**src/rtl/pool_arb.sv**
```systemverilog
`timescale 1ns/1ps
// ---------------------------------------------------------------------------
// pool_arb
//
// Round-robin arbiter that shares one synchronous-read single-port memory
// pool (32-bit words, 4 byte lanes) between NREQ requesters. Each access is
// sequenced IDLE -> ACC -> RD -> RSP, so the pool completes one access
// every 4 cycles. A requester can lock the pool so that only it is granted
// until it drops its lock line.
//
// Ports
//   clk       clock
//   rst       asynchronous reset, active low
//   req       per-requester access request
//   lock      per-requester pool-ownership request
//   op        per-requester opcode (3 bits each): 1=R1 2=R2 3=R4 5=W1 6=W2
//             7=W4; 0 and 4 are illegal
//   ai        per-requester address (ASZ bits each)
//   vi        per-requester write data (DSZ bits each)
//   gnt       one-hot current owner, held from ACC through RSP
//   ack       one-cycle completion pulse to the owner (in RSP)
//   err       1 = the completed access had an illegal opcode (valid with ack)
//   vo        lane-masked read data (valid with ack, held until next RSP)
//   busy      arbiter is not idle
//   mem_we    RAM write enable (ACC only)
//   mem_bmsk  RAM byte-lane mask (ACC only)
//   mem_a     RAM address (ACC only, otherwise 0)
//   mem_vi    RAM write data (ACC only, otherwise 0)
//   mem_vo    RAM read data, valid the cycle after the address cycle
// ---------------------------------------------------------------------------
module pool_arb #(
    parameter int NREQ = 3,
    parameter int DSZ  = 32,
    parameter int ASZ  = 16
) (
    input  logic                  clk,
    input  logic                  rst,
    input  logic [NREQ-1:0]       req,
    input  logic [NREQ-1:0]       lock,
    input  logic [3*NREQ-1:0]     op,
    input  logic [ASZ*NREQ-1:0]   ai,
    input  logic [DSZ*NREQ-1:0]   vi,
    output logic [NREQ-1:0]       gnt,
    output logic [NREQ-1:0]       ack,
    output logic                  err,
    output logic [DSZ-1:0]        vo,
    output logic                  busy,
    output logic                  mem_we,
    output logic [3:0]            mem_bmsk,
    output logic [ASZ-1:0]        mem_a,
    output logic [DSZ-1:0]        mem_vi,
    input  logic [DSZ-1:0]        mem_vo
);

    localparam logic [1:0] S_IDLE   = 2'd0;
    localparam logic [1:0] S_ACC    = 2'd1;
    localparam logic [1:0] S_RD     = 2'd2;
    localparam logic [1:0] S_RSP    = 2'd3;
    localparam logic [1:0] LAST_IDX = 2'(NREQ - 1);

    logic [1:0]      r_state;
    logic [1:0]      r_ptr;
    logic            r_lockAct;
    logic [1:0]      r_owner;
    logic [NREQ-1:0] r_gnt;
    logic [NREQ-1:0] r_ack;
    logic            r_err;
    logic [DSZ-1:0]  r_vo;
    logic [2:0]      r_op;
    logic [ASZ-1:0]  r_a;
    logic [DSZ-1:0]  r_wd;

    logic [NREQ-1:0] w_ownerOh;
    logic            w_locked;
    logic [NREQ-1:0] w_elig;
    logic            w_found;
    logic [1:0]      w_win;
    logic [NREQ-1:0] w_winOh;
    logic [2:0]      w_dist;
    logic [2:0]      w_bestD;
    logic [2:0]      w_selOp;
    logic [ASZ-1:0]  w_selA;
    logic [DSZ-1:0]  w_selVi;
    logic            w_selLock;
    logic [1:0]      w_nextPtr;
    logic            w_inAcc;
    logic            w_isWrite;
    logic [3:0]      w_laneMask;
    logic [DSZ-1:0]  w_rdData;

    // The lock only stays in force while the owner keeps its lock line high;
    // the moment it drops, this same IDLE edge arbitrates as if unlocked.
    always_comb begin
        w_ownerOh = '0;
        for (int j = 0; j < NREQ; j++) begin
            if (r_owner == 2'(j)) w_ownerOh[j] = 1'b1;
        end
        w_locked = r_lockAct & (|(lock & w_ownerOh));
        w_elig   = w_locked ? (req & w_ownerOh) : req;
    end

    // Round-robin pick: the eligible requester closest to the pointer in the
    // order ptr, ptr+1, ... wins. Distances are distinct, so the smallest one
    // is unique. The winner's inputs are muxed out here for capture.
    always_comb begin
        w_found   = 1'b0;
        w_win     = '0;
        w_winOh   = '0;
        w_dist    = '0;
        w_bestD   = '0;
        w_selOp   = '0;
        w_selA    = '0;
        w_selVi   = '0;
        w_selLock = 1'b0;
        for (int j = 0; j < NREQ; j++) begin
            if (3'(j) >= {1'b0, r_ptr}) w_dist = 3'(j) - {1'b0, r_ptr};
            else                        w_dist = 3'(j) + 3'(NREQ) - {1'b0, r_ptr};
            if (w_elig[j] && (!w_found || (w_dist < w_bestD))) begin
                w_found    = 1'b1;
                w_bestD    = w_dist;
                w_win      = 2'(j);
                w_winOh    = '0;
                w_winOh[j] = 1'b1;
            end
        end
        for (int j = 0; j < NREQ; j++) begin
            if (w_winOh[j]) begin
                w_selOp   = op[3*j +: 3];
                w_selA    = ai[ASZ*j +: ASZ];
                w_selVi   = vi[DSZ*j +: DSZ];
                w_selLock = lock[j];
            end
        end
        w_nextPtr = (w_win == LAST_IDX) ? 2'd0 : (w_win + 2'd1);
    end

    // Opcode decode: the low two bits give the access size, bit 2 selects a
    // write. A size field of 0 marks the two illegal codes (0 and 4).
    always_comb begin
        case (r_op[1:0])
            2'd1:    w_laneMask = 4'b0001;
            2'd2:    w_laneMask = 4'b0011;
            2'd3:    w_laneMask = 4'b1111;
            default: w_laneMask = 4'b0000;
        endcase
        w_isWrite = r_op[2] & (r_op[1:0] != 2'd0);
        w_inAcc   = (r_state == S_ACC);
    end

    // Read data with unused lanes cleared; writes and illegal codes return 0.
    always_comb begin
        w_rdData = '0;
        if (!r_op[2]) begin
            case (r_op[1:0])
                2'd1:    w_rdData[7:0]  = mem_vo[7:0];
                2'd2:    w_rdData[15:0] = mem_vo[15:0];
                2'd3:    w_rdData       = mem_vo;
                default: w_rdData       = '0;
            endcase
        end
    end

    // Main sequencer. Arbitration and input capture happen only on the IDLE
    // edge; the rest of the access runs unconditionally. ack/vo/err update
    // together at the RD edge so they line up with the RSP cycle.
    always_ff @(posedge clk or negedge rst) begin
        if (!rst) begin
            r_state   <= S_IDLE;
            r_ptr     <= '0;
            r_lockAct <= 1'b0;
            r_owner   <= '0;
            r_gnt     <= '0;
            r_ack     <= '0;
            r_err     <= 1'b0;
            r_vo      <= '0;
            r_op      <= '0;
            r_a       <= '0;
            r_wd      <= '0;
        end else begin
            case (r_state)
                S_IDLE: begin
                    if (!w_locked) r_lockAct <= 1'b0;
                    if (w_found) begin
                        r_state   <= S_ACC;
                        r_gnt     <= w_winOh;
                        r_ptr     <= w_nextPtr;
                        r_owner   <= w_win;
                        r_lockAct <= w_selLock;
                        r_op      <= w_selOp;
                        r_a       <= w_selA;
                        r_wd      <= w_selVi;
                    end
                end
                S_ACC: begin
                    r_state <= S_RD;
                end
                S_RD: begin
                    r_state <= S_RSP;
                    r_ack   <= r_gnt;
                    r_err   <= (r_op[1:0] == 2'd0);
                    r_vo    <= w_rdData;
                end
                S_RSP: begin
                    r_state <= S_IDLE;
                    r_ack   <= '0;
                    r_gnt   <= '0;
                end
                default: begin
                    r_state <= S_IDLE;
                end
            endcase
        end
    end

    // The memory port is only driven during ACC so that a reset or any other
    // state leaves the RAM untouched.
    assign mem_we   = w_inAcc & w_isWrite;
    assign mem_bmsk = w_inAcc ? w_laneMask : 4'b0000;
    assign mem_a    = w_inAcc ? r_a : '0;
    assign mem_vi   = w_inAcc ? r_wd : '0;

    assign gnt  = r_gnt;
    assign ack  = r_ack;
    assign err  = r_err;
    assign vo   = r_vo;
    assign busy = (r_state != S_IDLE);

endmodule

```
**config.mk**
```make
export PLATFORM = sky130hd
export DESIGN_NAME = pool_arb
export DESIGN_NICKNAME = d
export VERILOG_FILES = /design/src/rtl/pool_arb.sv
export SDC_FILE = /design/constraint.sdc
export NUM_CORES = 1
export LEC_CHECK = 0
export ABC_AREA = 1
export CORE_AREA = 5 5 114 116
export CTS_CLUSTER_DIAMETER = 30
export DETAILED_ROUTE_END_ITERATION = 10
export DIE_AREA = 0 0 119 121
export DONT_BUFFER_PORTS = 1
export GPL_TIMING_DRIVEN = 0
export MAX_ROUTING_LAYER = met4
export PLACE_DENSITY = 0.77
export SLEW_MARGIN = 20
export SYNTH_ARGS = -nofsm -noshare
export SYNTH_HDL_FRONTEND = slang
export SYNTH_SLANG_ARGS = --single-unit
```
**constraint.sdc**
```tcl
create_clock -name clk -period 2.05 [get_ports clk]
set_input_delay 0.205 -clock clk [delete_from_list [all_inputs] [get_ports clk]]
set_output_delay 0.205 -clock clk [all_outputs]
set_load 0.03 [all_outputs]
```
# --- Word-level counts from Yosys, hierarchy flattened ---
# Cells that the tools add are included.
classes:
  eq_ne: 11
  n_bitwise: 5
  n_mux: 45
  n_addsub: 7
  magnitude_cmp: 5
  n_reduce_logical: 19
op_table:
  columns: ["cell", "n"]
  rows:
  - ["$mux W32", 5]
  - ["$mux W16", 5]
  - ["$mux W3", 12]
  - ["$mux W8", 2]
  - ["$mux W1", 13]
  - ["$eq A2 B2 Y1 const B", 6]
  - ["$pmux W3 S2", 2]
  - ["$pmux W4 S3", 1]
  - ["$pmux W2 S4", 1]
  - ["$reduce_bool A2 Y1", 4]
  - ["$and A3 B3 Y3", 2]
  - ["$eq A2 B1 Y1 const B", 3]
  - ["$logic_not A2 Y1", 3]
  - ["$lt A3 B3 Y1", 2]
  - ["$mux W2", 3]
  - ["$reduce_and A2 Y1", 3]
  - ["$reduce_or A3 Y1", 2]
  - ["$sub A1 B2 Y3 const A", 2]
  - ["$sub A2 B2 Y3 const A", 2]
  - ["$sub A3 B2 Y3 const A", 2]
  - ["$ge A1 B2 Y1 const A", 2]
  - ["$mux W4", 1]
  - ["$and A1 B1 Y1", 3]
  - ["$add A2 B1 Y2 const B", 1]
  - ["7 further kinds", 10]
word_totals:
  output_inout_bits: 93
  inputBits: 193
  ff_bits: 97

# --- Logic depth before layout (Yosys ltp) ---
# Gate-level depths: netlist of the first run.
depth:
  depth_word: 19
  depth_mapped: 16
  depth_no_buf: 15

# --- Worst setup path after synthesis of the first run ---
# No wires, ideal clock.
synth_path:
  kind: "flip-flop to output port"
  start: "reg r_state[1]"
  end: "out mem_bmsk[3]"
  required_ps: 1845
  arrival_time_ps: 1866
  slack_ps: -21
  path_buffers: 3
  path_stages_with_launch: 8
  cell_sequence: "dfrtp_1 > inv_1 > ha_1 > clkbuf_1 > clkbuf_1 > inv_1 > nor2_1 > buf_4"
synth_between:
  elab_chain_len: 2
synth_lines:
  columns: ["element", "line_no", "rtl"]
  rows:
  - ["from (decl)", "61", "logic [1:0] r_state;"]
  - ["from (signal assigned)", "168", "r_state <= S_IDLE;"]
  - ["from (signal assigned)", "184", "r_state <= S_ACC;"]
  - ["from (signal assigned)", "195", "r_state <= S_RD;"]
  - ["$eq A2 B1 Y1", "147", "w_inAcc = (r_state == S_ACC);"]
  - ["$mux W4", "218", "assign mem_bmsk = w_inAcc ? w_laneMask : 4'b0000;"]
  - ["to (decl)", "49", "output logic [3:0] mem_bmsk,"]
# No other way between the ends.

# --- Worst setup path in the final report of the first run ---
layout_path:
  start: "reg r_owner[0]"
  end: "reg r_wd[10]"
layout_between:
  elab_chain_len: 18
  elab_cells_between_ends: 31
layout_lines:
  columns: ["element", "line_no", "rtl"]
  rows:
  - ["from (decl)", "64", "logic [1:0] r_owner;"]
  - ["from (signal assigned)", "187", "r_owner <= w_win;"]
  - ["$eq A2 B1 Y1 (tied with other cells)", "96", "if (r_owner == 2'(j)) w_ownerOh[j] = 1'b1;"]
  - ["$mux W1", "96", null]
  - ["$and A3 B3 Y3", "98", "w_locked = r_lockAct & (|(lock & w_ownerOh));"]
  - ["$reduce_or A3 Y1", "98", null]
  - ["$and A1 B1 Y1", "98", null]
  - ["$mux W3 (*)", "99", "w_elig = w_locked ? (req & w_ownerOh) : req;"]
  - ["$mux W3 / $mux W1 (equally long branches)", "118", "if (w_elig[j] && (!w_found || (w_dist < w_bestD))) begin"]
  - ["$lt A3 B3 Y1 / $logic_not A1 Y1 (equally long branches)", "118", null]
  - ["$logic_or A1 B1 Y1", "118", null]
  - ["$logic_and A1 B1 Y1", "118", null]
  - ["$mux W3 / $mux W1 (equally long branches)", "118", null]
  - ["$lt A3 B3 Y1 / $logic_not A1 Y1 (equally long branches)", "118", null]
  - ["$logic_or A1 B1 Y1", "118", null]
  - ["$logic_and A1 B1 Y1", "118", null]
  - ["$mux W3", "118", null]
  - ["$mux W32 (3 in series)", "127", "if (w_winOh[j]) begin"]
  - ["to (signal assigned)", "191", "r_wd <= w_selVi;"]
  - ["to (decl)", "71", "logic [DSZ-1:0] r_wd;"]
# Every way passes the cells marked *; elsewhere a longest branch is shown, timed or not.
# A chain may end at the register's enable or synchronous reset.

==> results of run 1 <==
==> cell usage in the layout (no fill, tap or decap), types with 5 or more instances in the layout <==
master / instances
nand3_1: 76
nand2_1: 198
inv_1: 98
nand4_1: 31
o21ai_0: 25
clkbuf_16: 11
clkbuf_1: 6
buf_6: 11
ha_1: 7
buf_4: 27
a22o_1: 29
dfrtp_1: 95
nand3_2: 17
clkbuf_2: 10
nor2_4: 5
nand2_2: 8
or2_0: 20
buf_2: 9
nor2_1: 49
a32o_1: 16
dlygate4sd3_1: 18
==> cells by family (layout without fill, tap and decap cells) <==
family,Yosys count,in the layout
and+or+nand+nor,417,418
buffers and inverters,161,216
DFF,96,96
AOI/OAI and AO/OA,79,79
adders and majority gates,11,11
==> layout make-up <==
type                    count  area [um^2]  share of cell area, %
plain buffers              50          392                   5.63
clock buffers               9          225                   3.24
clock inverters             6         76.3                   1.10
inverters                 109          427                   6.13
well taps                 147          184                   2.64
repair buffers             42          408                   5.86
flip-flops and latches     96         2400                   34.6
multi-input cells         508         2840                   40.8
==> Yosys cell counts, types with 11 or more instances <==
master / count
or2_0: 20
dfrtp_1: 96
nand3_1: 82
inv_1: 103
a22o_1: 29
a32o_1: 16
o21ai_0: 25
buf_2: 13
ha_1: 11
buf_4: 12
nand2_1: 203
nand4_1: 31
nor2_1: 56
nand3_2: 12
clkbuf_1: 16
==> metrics by stage <==
step                      setup TNS, ps  power, uW  std cells  setup WS (ps)  hold slack (ps)
final                             -4220      11500        967           -126             -448
after global routing             -14740      12300        967           -304             -467
after CTS                         -1570      11200        951          -58.9             -466
after detailed placement         -16740       8930        911           -411            -88.0
after global placement           -14140       8840        911           -343            -87.9
after floorplan                       0       7710        764           95.3            -90.6
==> how the worst max path moves through the flow <==
stage,from,cells past startpoint,to,slack [ps]
3_3_place_gp,r_state[1]$_DFFE_PN0P_,7,mem_bmsk[3],-340
2_1_floorplan,r_owner[0]$_DFFE_PN0P_,15,r_wd[10]$_DFFE_PN0P_,100
6_report,r_owner[0]$_DFFE_PN0P_,17,r_wd[10]$_DFFE_PN0P_,-130
4_1_cts,r_owner[0]$_DFFE_PN0P_,17,r_wd[7]$_DFFE_PN0P_,-60
5_1_grt,r_ptr[0]$_DFFE_PN0P_,16,r_wd[10]$_DFFE_PN0P_,-300
3_5_place_dp,r_state[1]$_DFFE_PN0P_,7,mem_bmsk[3],-410
==> per-layer routing <==
layer,vias up,share of wire (%),GRT usage (%)
li1,2572,-,-
met1,2510,39,30.2
met2,269,51,42.5
met3,31,8.5,7.04
met4,0,2.2,9.05
met5,-,0,-
==> power by group through the flow <==
stage	Sequential, uW	Combinational, uW	Clock [uW]
after floorplan	3610	4100	0
after global placement	3750	5090	0
after detailed placement	3770	5160	0
after CTS	3740	5630	1790
after global routing	3840	6640	1860
final	3750	6040	1750
==> registers in the layout, indices dropped and copies added, names as in the netlist <==
| register | cells |
|---|---|
| vo | 32 |
| r_state | 2 |
| r_ptr | 1 |
| r_owner | 2 |
| r_lockAct | 1 |
| gnt | 3 |
| r_a | 16 |
| ack | 3 |
| r_wd | 32 |
| r_op | 3 |
| err | 1 |
==> timing repair <==
action | 4_1_cts | 5_1_grt
endpoints found under the setup margin | 122 | 88
setup buffers | 9 | 13
cloned | 1 | 2
gates resized for setup | 53 | 26
endpoints found under the hold margin | 114 | 97
hold buffers | 17 | 1
pin swaps | 9 | 12
==> results.json, run 1 <==
{
  "violations": "hold timing, setup timing",
  "syn_area_per_cell_um2": 7.60,
  "synth-adder-area-share_pct": 2.37,
  "gp_congestion": 0.920,
  "start_kind": "flop",
  "slew_viol_final": 0,
  "fin_skew_ps": 8.22,
  "drt-vias-per-instance": 5.57,
  "cts.sinks": 96,
  "synth_area_leader_cell": "dfrtp_1",
  "total_leakage_power_uw": 0.00370,
  "synth.distinct_cells": 34,
  "p_sw_uw": 5700,
  "rsz0062_at_grt": "yes",
  "yosysWarnings": 0,
  "dr_total_vias": 5382,
  "drc_errors": 0,
  "final_hold_viol_count": 96,
  "root_buffer": "clkbuf_16",
  "synthSimpleGateAreaFrac_pct": 33.3,
  "setup_viol": 56,
  "muxShareOfSynthArea_pct": 0,
  "r2r-start": "r_owner[0]$_DFFE_PN0P_",
  "synth_top_family_by_area": "simple AND/OR/NAND/NOR gates",
  "synth_area_leaders": "dfrtp_1, nand2_1, nand3_1, inv_1, a22o_1",
  "worstPathArrival_ps": 2410,
  "layout-drive-gt1-share_pct": 17.7,
  "whs_ps": -448,
  "synth_top_area_share_pct": 41.4,
  "worst_slack_ps": -126,
  "power.internal_uw": 5840,
  "synth_cells": 764,
  "place_area_um2": 5990,
  "grt_max_degree": 97,
  "path_max_fanout": 7,
  "p_comb_share_pct": 52.3,
  "cpMaxStageDelayCell": "dfrtp_2",
  "pin_count": 286,
  "hpwlAfterDp_mm": 13.6,
  "r2r_slack_ps": -130,
  "place.port_buffers": 0,
  "clkPwrFrac_pct": 15.2,
  "hp-class": "primary input to asynchronous set/reset pin",
  "synth_seq_area_share_pct": 41.4,
  "ys_ff_latch": 96,
  "fp.dieArea_um2": 14400,
  "synth-compound-area-share_pct": 10.7,
  "endpoint_kind": "flop",
  "rows": 40,
  "worstPathCellList": "buf_4, nand3_1, nand3_4, nand2_2, nand2_1, nand2_2, nand3_1, nand2_1, nand3_2, nand2_2, nand2_4, buf_12, nand2_8, clkbuf_16, nand3_1, nand2_1, nor2_1",
  "drtAntennaViolNets": 0,
  "power_density_nw_per_um2": 1660,
  "pwr-share-seq_pct": 32.5,
  "syn_to_final_growth_pct": 19.8,
  "cp_top_family": "simple AND/OR/NAND/NOR gates",
  "grt_pass1_wl_mm": 28.2,
  "path_class": "flop to flop",
  "start_util_pct": 49.2,
  "r2r-end": "r_wd[10]$_DFFE_PN0P_",
  "synth_ff_type": "dfrtp_1",
  "crit_buf_inv": 3,
  "core_area_um2": 11800,
  "clkLatencyLatePin_ps": 350,
  "syn-cell-area_um2": 5810,
  "wire_per_inst_um": 19.5,
  "slowest_delay_ps": 440,
  "p_sw_share_pct": 49.4,
  "r2r_cells": 17,
  "path_clk_slew_ps": 80,
  "clock_path_buffers": 2,
  "fin_crit_ps": 2180,
  "cts_max_level": 3,
  "final_area_um2": 6960,
  "grt_pass1_vias": 5263,
  "drt_iter0_drc": 331,
  "outcome": "finished with violations",
  "post-route-util_pct": 58.9,
  "die_x_um": 119,
  "max_cap_viol_count": 0,
  "die_h_um": 121,
  "tightestPinTransition_ps": 473,
  "slew_headroom_pct": 68.4,
  "synthesis.nets": 968,
  "nets": 1020,
  "required_ps": 2290,
  "ir_drop_uv": 844,
  "fin_crit_sh_pct": 106,
  "cts_tree": "done",
  "antenna_found_initial": 0,
  "drt_first_pass_iters": 5,
  "synth_edf_count": 0,
  "diodes": 0,
  "grt_use_total_pct": 25.7,
  "cts_buffers": 9,
  "async_flop_share_pct": 100,
  "fmax_ghz": 0.460,
  "wl_mm": 18.9,
  "overflow": 0,
  "fillCellCount": 1065,
  "synth-xor-area-share_pct": 0
}
Power figures use the tool's default switching activity.
==> inputs of run 2 (changes only) <==
GPL_ROUTABILITY_DRIVEN = 0   (was default)
TNS_END_PERCENT = 100   (was default)
==> results of run 2 <==
No change in the layout: final DEF, timing and power equal those of run 1.
